### src/rtl/bus_arbiter8_16.sv
// bus_arbiter8_16: round-robin arbiter in front of the shared 16-bit 8:1 bus
// mux. It picks one requester, drives the mux select and captures the chosen
// word into a one-deep output register with a valid/ready handshake.
// The output register accepts a new word in the same cycle the old one is
// consumed, so the sustained rate is one word per clock.
// Optional build macro BUS_ARBITER_LOCK_EN adds an 8-bit lock input: while
// the previous winner has both its lock bit and its req bit set, it keeps the
// grant (burst hold).
module bus_arbiter8_16 #(
  parameter int NREQ = 8,
  parameter int DW   = 16
) (
  input  logic            clk,
  input  logic            rst,
`ifdef BUS_ARBITER_LOCK_EN
  input  logic [NREQ-1:0] lock,
`endif
  input  logic [NREQ-1:0] req,
  input  logic [DW-1:0]   d0,
  input  logic [DW-1:0]   d1,
  input  logic [DW-1:0]   d2,
  input  logic [DW-1:0]   d3,
  input  logic [DW-1:0]   d4,
  input  logic [DW-1:0]   d5,
  input  logic [DW-1:0]   d6,
  input  logic [DW-1:0]   d7,
  output logic [NREQ-1:0] gnt,
  output logic [2:0]      sel,
  output logic [DW-1:0]   out_data,
  output logic [2:0]      out_src,
  output logic            out_valid,
  input  logic            out_ready
);

  typedef enum logic {IDLE = 1'b0, FULL = 1'b1} state_t;

  state_t          state_q, state_d;
  logic [2:0]      last_q, last_d;
  logic [2:0]      sel_q, sel_d;
  logic [2:0]      src_q, src_d;
  logic [DW-1:0]   data_q, data_d;

  logic [2:0]      winner;
  logic [2:0]      idx;
  logic            found;
  logic            slot_free;
  logic            capture;
  logic [DW-1:0]   mux_out;

  // Round-robin search starting just after the last winner, wrapping at 8.
  // The lock option lets the last winner keep the bus while it holds lock.
  always_comb begin
    winner = last_q;
    idx    = '0;
    found  = 1'b0;
    for (int k = 1; k <= NREQ; k++) begin
      idx = last_q + 3'(k);
      if (!found && req[idx]) begin
        winner = idx;
        found  = 1'b1;
      end
    end
`ifdef BUS_ARBITER_LOCK_EN
    if (lock[last_q] && req[last_q]) winner = last_q;
`endif
  end

  // A capture needs room in the output register (empty, or being drained
  // this cycle) and at least one request; reset blocks all grants.
  always_comb begin
    slot_free = (state_q == IDLE) || out_ready;
    capture   = slot_free && (|req) && !rst;
    gnt       = '0;
    if (capture) gnt[winner] = 1'b1;
    // Bypass the select so the mux shows the winner's data in the grant cycle.
    sel       = capture ? winner : sel_q;
  end

  // The 8:1 data mux, steered by the (bypassed) select.
  always_comb begin
    mux_out = d0;
    case (sel)
      3'd0: mux_out = d0;
      3'd1: mux_out = d1;
      3'd2: mux_out = d2;
      3'd3: mux_out = d3;
      3'd4: mux_out = d4;
      3'd5: mux_out = d5;
      3'd6: mux_out = d6;
      3'd7: mux_out = d7;
      default: mux_out = d0;
    endcase
  end

  // Next state: capture loads the output stage, a drain with no new
  // request empties it, otherwise everything holds.
  always_comb begin
    state_d = state_q;
    last_d  = last_q;
    sel_d   = sel_q;
    src_d   = src_q;
    data_d  = data_q;
    if (capture) begin
      state_d = FULL;
      last_d  = winner;
      sel_d   = winner;
      src_d   = winner;
      data_d  = mux_out;
    end else if (state_q == FULL && out_ready) begin
      state_d = IDLE;
    end
  end

  // State registers; reset drops any held word.
  always_ff @(posedge clk) begin
    if (rst) begin
      state_q <= IDLE;
      last_q  <= 3'd7;
      sel_q   <= '0;
      src_q   <= '0;
      data_q  <= '0;
    end else begin
      state_q <= state_d;
      last_q  <= last_d;
      sel_q   <= sel_d;
      src_q   <= src_d;
      data_q  <= data_d;
    end
  end

  assign out_valid = (state_q == FULL);
  assign out_data  = data_q;
  assign out_src   = src_q;

endmodule

### config.mk
export PLATFORM = sky130hd
export DESIGN_NAME = bus_arbiter8_16
export DESIGN_NICKNAME = d
export VERILOG_FILES = /design/src/rtl/bus_arbiter8_16.sv
export SDC_FILE = /design/constraint.sdc
export NUM_CORES = 1
export LEC_CHECK = 0
export CAP_MARGIN = 20
export CORE_UTILIZATION = 40
export DETAILED_ROUTE_END_ITERATION = 10
export PLACE_DENSITY_LB_ADDON = 0.05
export SLEW_MARGIN = 25
export SYNTH_ARGS = -nofsm -noshare
export SYNTH_HDL_FRONTEND = slang
export SYNTH_SLANG_ARGS = --single-unit
### constraint.sdc
create_clock -name clk -period 4.8 [get_ports clk]
set_input_delay 0.96 -clock clk [delete_from_list [all_inputs] [get_ports clk]]
set_output_delay 0.96 -clock clk [all_outputs]
set_load 0.005 [all_outputs]
# Word-level counts from Yosys, hierarchy flattened
# Cells that the tools add are included.
[totals] elab_cells=91 in_bits=139 regBits=26 out_inout_bits=31
[classes] muxes=38 reduce_logical=23 magnitude_cmp=10 n_eq_ne=7 n_addsub=7 bitwise_logic=1
[op_table] cell="case mux 16 bit (8 select lines)" count=1
[op_table] cell="< comparator 3 x 4 -> 1 bit (second input constant)" count=9
[op_table] cell="two-way mux 3 bit" count=9
[op_table] cell="binary-select mux 1 bit (select 3 bit)" count=8
[op_table] cell="two-way mux 1 bit" count=18
[op_table] cell="adder 3 bit (second input constant)" count=4
[op_table] cell="equality test 3 bit (second input constant)" count=4
[op_table] cell="logical AND 1 bit" count=11
[op_table] cell="logical NOT 1 bit" count=8
[op_table] cell="two-way mux 8 bit" count=1
[op_table] cell="OR reduction 8 bit" count=1
[op_table] cell="adder 3 x 2 -> 3 bit (second input constant)" count=2
[op_table] cell="equality test 3 x 2 -> 1 bit (second input constant)" count=2
[op_table] cell="adder 3 x 1 -> 3 bit (second input constant)" count=1
[op_table] cell="demux 1 bit (select 3 bit)" count=1
[op_table] cell="equality test 3 x 1 -> 1 bit (second input constant)" count=1
[op_table] cell="greater-or-equal comparator 3 x 1 -> 1 bit (second input constant)" count=1
[op_table] cell="logical NOT 3 bit" count=1
[op_table] cell="nonzero test 2 bit" count=1
[op_table] cell="logical OR 1 bit" count=1
[op_table] cell="NOT 1 bit" count=1

# Longest topological paths before layout
[depth] word_depth=30 mapped_depth=19 mapped_depth_nobuf=13

# Least setup slack after synthesis
# No wires, ideal clock.
[synth_timing] path_type="register -> output" start="register last_q[1]" end="output port gnt[2]" n_path_buf=2 stages_incl_launch_ff=14 t_arrival_ns=3.297 slack_ns=0.543 cell_sequence="dfxtp_1 > buf_2 > inv_1 > ha_1 > buf_2 > inv_2 > mux4_2 > o221ai_2 > a2bb2oi_1 > nand3_1 > xnor2_1 > or3_1 > nand2b_1 > inv_1"
[synth_between] elab_chain_cells=30 elab_cells_between_ends=58 classes_between="add/sub: 7; order compare: 2; mux: 34; reduce/logical: 15"
[synth_rtl] element="start, declared" line="38" source="logic [2:0] last_q, last_d;"
[synth_rtl] element="start signal, assigned" line="124" source="last_q <= last_d;"
[synth_rtl] element="adder 3 x 1 -> 3 bit" line="57" source="idx = last_q + 3'(k);"
[synth_rtl] element="binary-select mux 1 bit (select 3 bit)" line="58" source="if (!found && req[idx]) begin"
[synth_rtl] element="two-way mux 1 bit (implied by the code)" line="58"
[synth_rtl] element="two-way mux 1 bit" line="58"
[synth_rtl] element="logical NOT 1 bit" line="58"
[synth_rtl] element="logical AND 1 bit" line="58"
[synth_rtl] element="two-way mux 1 bit" line="58"
[synth_rtl] element="logical NOT 1 bit" line="58"
[synth_rtl] element="[... 14 more ...]"
[synth_rtl] element="logical NOT 1 bit" line="58"
[synth_rtl] element="logical AND 1 bit" line="58"
[synth_rtl] element="two-way mux 3 bit (*)" line="58"
[synth_rtl] element="< comparator 3 x 4 -> 1 bit (implied by the code) or greater-or-equal comparator 3 x 1 -> 1 bit (tied branches)" line="74" source="if (capture) gnt[winner] = 1'b1;"
[synth_rtl] element="logical AND 1 bit (implied by the code)" line="74"
[synth_rtl] element="two-way mux 1 bit (implied by the code)" line="74"
[synth_rtl] element="demux 1 bit (select 3 bit) (*)" line="74"
[synth_rtl] element="two-way mux 8 bit (*)" line="74"
[synth_rtl] element="end, declared" line="27" source="output logic [NREQ-1:0] gnt,"
# Every way passes the cells marked *; elsewhere a longest branch is shown, timed or not. The select of a mux whose other input is x is not followed.

# Worst setup path in the final report
[layout_timing] start="input port req[1]" end="output port gnt[7]"
[layout_between] elab_chain_cells=29 elab_cells_between_ends=54 classes_between="order compare: 2; mux: 34; reduce/logical: 18"
[layout_rtl] element="start, declared" line="18" source="input logic [NREQ-1:0] req,"
[layout_rtl] element="binary-select mux 1 bit (select 3 bit)" line="58"
[layout_rtl] element="two-way mux 1 bit (implied by the code)" line="58"
[layout_rtl] element="two-way mux 1 bit" line="58"
[layout_rtl] element="logical NOT 1 bit" line="58"
[layout_rtl] element="logical AND 1 bit" line="58"
[layout_rtl] element="two-way mux 1 bit" line="58"
[layout_rtl] element="logical NOT 1 bit" line="58"
[layout_rtl] element="logical AND 1 bit" line="58"
[layout_rtl] element="[... 13 more ...]"
[layout_rtl] element="logical NOT 1 bit" line="58"
[layout_rtl] element="logical AND 1 bit" line="58"
[layout_rtl] element="two-way mux 3 bit" line="58"
[layout_rtl] element="< comparator 3 x 4 -> 1 bit (implied by the code) or greater-or-equal comparator 3 x 1 -> 1 bit (tied branches)" line="74"
[layout_rtl] element="logical AND 1 bit (implied by the code)" line="74"
[layout_rtl] element="two-way mux 1 bit (implied by the code)" line="74"
[layout_rtl] element="demux 1 bit (select 3 bit)" line="74"
[layout_rtl] element="two-way mux 8 bit (*)" line="74"
# Marked as above.

==> impl_metrics.toml <==
[status]
status = "finished clean"

[clocking]
clk_path_buf_depth = 2
hold_buffers = 0
cts_buffers = 3
root_buffer = "clkbuf_8"
clk_pin_slew_ns = 0.09
clock_latency_ns = 0.28
cts.sinks = 26
cts_tree = "yes"
h-tree-depth = 1

[sta]
whs_ns = 0.462
layout_setup_ws_ns = 0.0423
fin_setup_tns_ns = 0
period_needed_ns = 4.76
post-route-period-util_pct = 99.1
worst_pin_slew_ns = 0.628
finClkSkew_ns = 0.00719
slew_headroom_pct = 58.0
slew_violations = 0
max_freq_mhz = 210
hold_violations = 0
setup-violations-final = 0

[final_layout]
regArea_um2 = 522
final_core_util_pct = 70.7
syn_to_final_growth_pct = 72.1
multi_input_area_um2 = 2540
nFillCells = 635
nNetsFinal = 748
drive_above_1_share_pct = 24.1
antenna_cells = 0

[setup_path]
crit_path_max_incr_delay_ns = 0.52
cp.required_ns = 3.84
path_max_fanout = 8
path_class = "in2out"
crit_top_cell = "o21ai_1"
endpoint_kind = "output pin"
arrival_ns = 3.80
crit_chain = "buf_2 > mux4_2 > mux2_4 > buf_4 > o311a_1 > o221a_2 > o21ai_1 > o21ai_1 > nor2b_1 > clkdlybuf4s50_1"
r2r_end = "out_data[12]"
rrSetupSlack_ns = 0.69
cp-start-kind = "input port"
reg2regPathDepth = 17
r2r-start = "last_q[0]"
critical_path.slowest_cell = "mux4_2"

[die]
core_area_um2 = 7690
die_area_um2 = 8250
initial_core_util_pct = 41.1
die_h_um = 90.8
io_pins = 170
die_w_um = 90.8
rows = 32

[power]
internal_power_mw = 2.10
max-vdd-ir-drop_uv = 447
switching_share_pct = 48.5
comb_power_share_pct = 86.8
seqPwrFrac_pct = 9.5
power.density_nw_per_um2 = 751
clkPwrFrac_pct = 3.7
p_leak_nw = 2.23
total_power_mw = 4.08
switching_power_mw = 1.98

[place]
dp_hpwl_mm = 9.84
numPortBuffers = 169
gp_congestion = 0.937
pre_cts_ws_ns = -0.334

[detailed_routing]
ant_nets = 0
drtIter0Drc = 252
wl_per_cell_um = 18.7
routed_wl_mm = 13.2
avgViaCountPerCell = 5.89
vias = 4173
drc = 0
firstDrtPassIters = 4

[global_route]
grt_pass1_vias = 4101
grt_antenna_before_repair = 0
grtUsageTotal_pct = 31.3
grt_max_degree = 48
grt_pass1_wl_mm = 20.6
overflow = 0

[logic_synthesis]
syn_nets = 541
syn_inst = 400
ys_warn_count = 0
synthFlopType = "dfxtp_1"
synth-async-reset-ratio_pct = 0
synth.distinct_cells = 66
synth-edff-count = 0
synth_seq_cells = 26
synth_area_per_cell_um2 = 7.89
yosysSeqAreaShare_pct = 16.5
syn_area_um2 = 3160

[worst_hold_path]
min_from = "out_src[0]"
hold_end = "out_src[0]"
holdPathStages = 2
min_path_type = "reg2reg"

[flow_run]
maxCapViolCount = 0
## routing by layer
metal | global-route usage, % | vias up | wire length, um
met2 | 53.0 | 209 | 6250
met3 | 8.84 | 36 | 1310
met4 | 10.6 | 0 | 414
met1 | 37.9 | 1979 | 5240
li1 | - | 1949 | -
met5 | 0 | - | 0
## worst max-delay path by stage
stage                   to       from
global placement    gnt[2]     req[1]
detailed placement  gnt[2]     req[1]
finish              gnt[7]     req[1]
CTS                 gnt[2]     req[3]
floorplan           gnt[2]  last_q[1]
global route        gnt[7]  last_q[0]
## power groups by stage
| stage | logic (mW) | clock network (mW) | registers, mW |
|---|---|---|---|
| 2_1_floorplan | 2.04 | 0 | 0.376 |
| 3_3_place_gp | 3.17 | 0 | 0.382 |
| 3_5_place_dp | 3.22 | 0 | 0.383 |
| 4_1_cts | 3.31 | 0.151 | 0.381 |
| 5_1_grt | 3.80 | 0.161 | 0.400 |
| 6_report | 3.54 | 0.150 | 0.389 |
## registers in the layout (all words and copies together), names as in the netlist
register	count
out_src	3
last_q	3
out_data	16
sel_q	3
out_valid	1
## cell families after synthesis
| kind of cell | after synthesis | synth area share, % |
|---|---|---|
| AND/OR/NAND/NOR | 148 | 22.9 |
| AO/OA/AOI/OAI | 129 | 30.6 |
| buffers and inverters | 46 | 7.05 |
| multiplexers | 44 | 20.5 |
| flip-flops | 26 | 16.5 |
| XOR/XNOR | 5 | 1.63 |
| adder cells (fa/ha/maj) | 2 | 0.793 |
## area by class of cell
cell class	count	share of cell area, %
Sequential cell	26	9.60
Inverter	17	1.17
Tap cell	102	2.35
Multi-Input combinational cell	329	46.8
Timing Repair Buffer	230	39.0
Clock buffer	4	1.01
## critical path: cells and delay by family
kind | cells | cell delay [ns]
AOI/OAI and AO/OA | 4 | 1.08
muxes | 2 | 0.83
and+or+nand+nor | 1 | 0.19
buffers and inverters | 3 | 0.74
## synthesized netlist by cell type, types with 2 or more instances
master	count	share of area, %
a211o_1	8	2.2
a211oi_1	7	1.7
a21o_1	5	1.2
a21oi_1	19	3.0
a221o_1	3	0.95
a221oi_1	16	4.4
a22o_1	3	0.83
a2bb2oi_1	2	0.55
a31oi_1	5	0.99
a32oi_1	6	1.7
and2_1	4	0.79
and3_1	5	0.99
buf_2	10	1.6
buf_4	4	0.95
buf_6	3	1.1
clkbuf_1	12	1.4
dfxtp_1	26	16
ha_1	2	0.79
inv_1	14	1.7
inv_2	3	0.36
mux2_2	17	6.1
mux2i_1	10	3.2
mux4_2	14	10
nand2_1	61	7.3
nand2b_1	2	0.40
nand3_1	10	1.6
nand4_1	2	0.40
nand4_2	2	0.79
nor2_1	28	3.3
nor2_2	2	0.40
nor2b_1	7	1.4
nor3_1	13	2.1
o211ai_1	6	1.4
o21ai_0	26	4.1
o21ai_1	2	0.32
o221ai_1	2	0.55
o31ai_1	5	1.2
or3_1	3	0.59
or4_1	2	0.48
xnor2_1	3	0.83
## repair_timing
action	4_1_cts	5_1_grt
buffers inserted	1	6
cloned	0	1
resized for setup	26	32
pin swaps	3	8
endpoints found under the setup margin	11	10
## cell usage in the layout (no fill, tap or decap), drive strengths merged, types with 2 or more instances in the layout
cell           netlist  final
clkdlybuf4s50        0    161
buf                 17     65
nand2               61     61
nor2                30     30
o21ai               28     29
dfxtp               26     26
a21oi               19     19
mux2                19     19
a221oi              17     17
inv                 17     17
mux4                14     14
nor3                14     14
mux2i               11     11
nand3               10     10
a211o                8      8
a211oi               8      8
clkbuf              12      8
nor2b                7      7
o211ai               7      7
a32oi                6      6
o31ai                6      6
and3                 6      6
a31oi                5      5
a21o                 5      5
and2                 5      5
xnor2                4      4
nand4                4      4
a22o                 3      3
or3                  3      3
a221o                3      3
o221ai               3      3
or4                  2      2
a2bb2oi              2      2
a311oi               2      2
nor3b                2      2
nand2b               2      2
ha                   2      2
## metrics by stage
stage          cells  cell area, um^2
2_1_floorplan    400             3160
3_3_place_gp     696             5230
3_5_place_dp     696             5230
4_1_cts          701             5350
5_1_grt          708             5430
6_report         708             5430
Note: power is estimated with default switching activity, not from simulation.
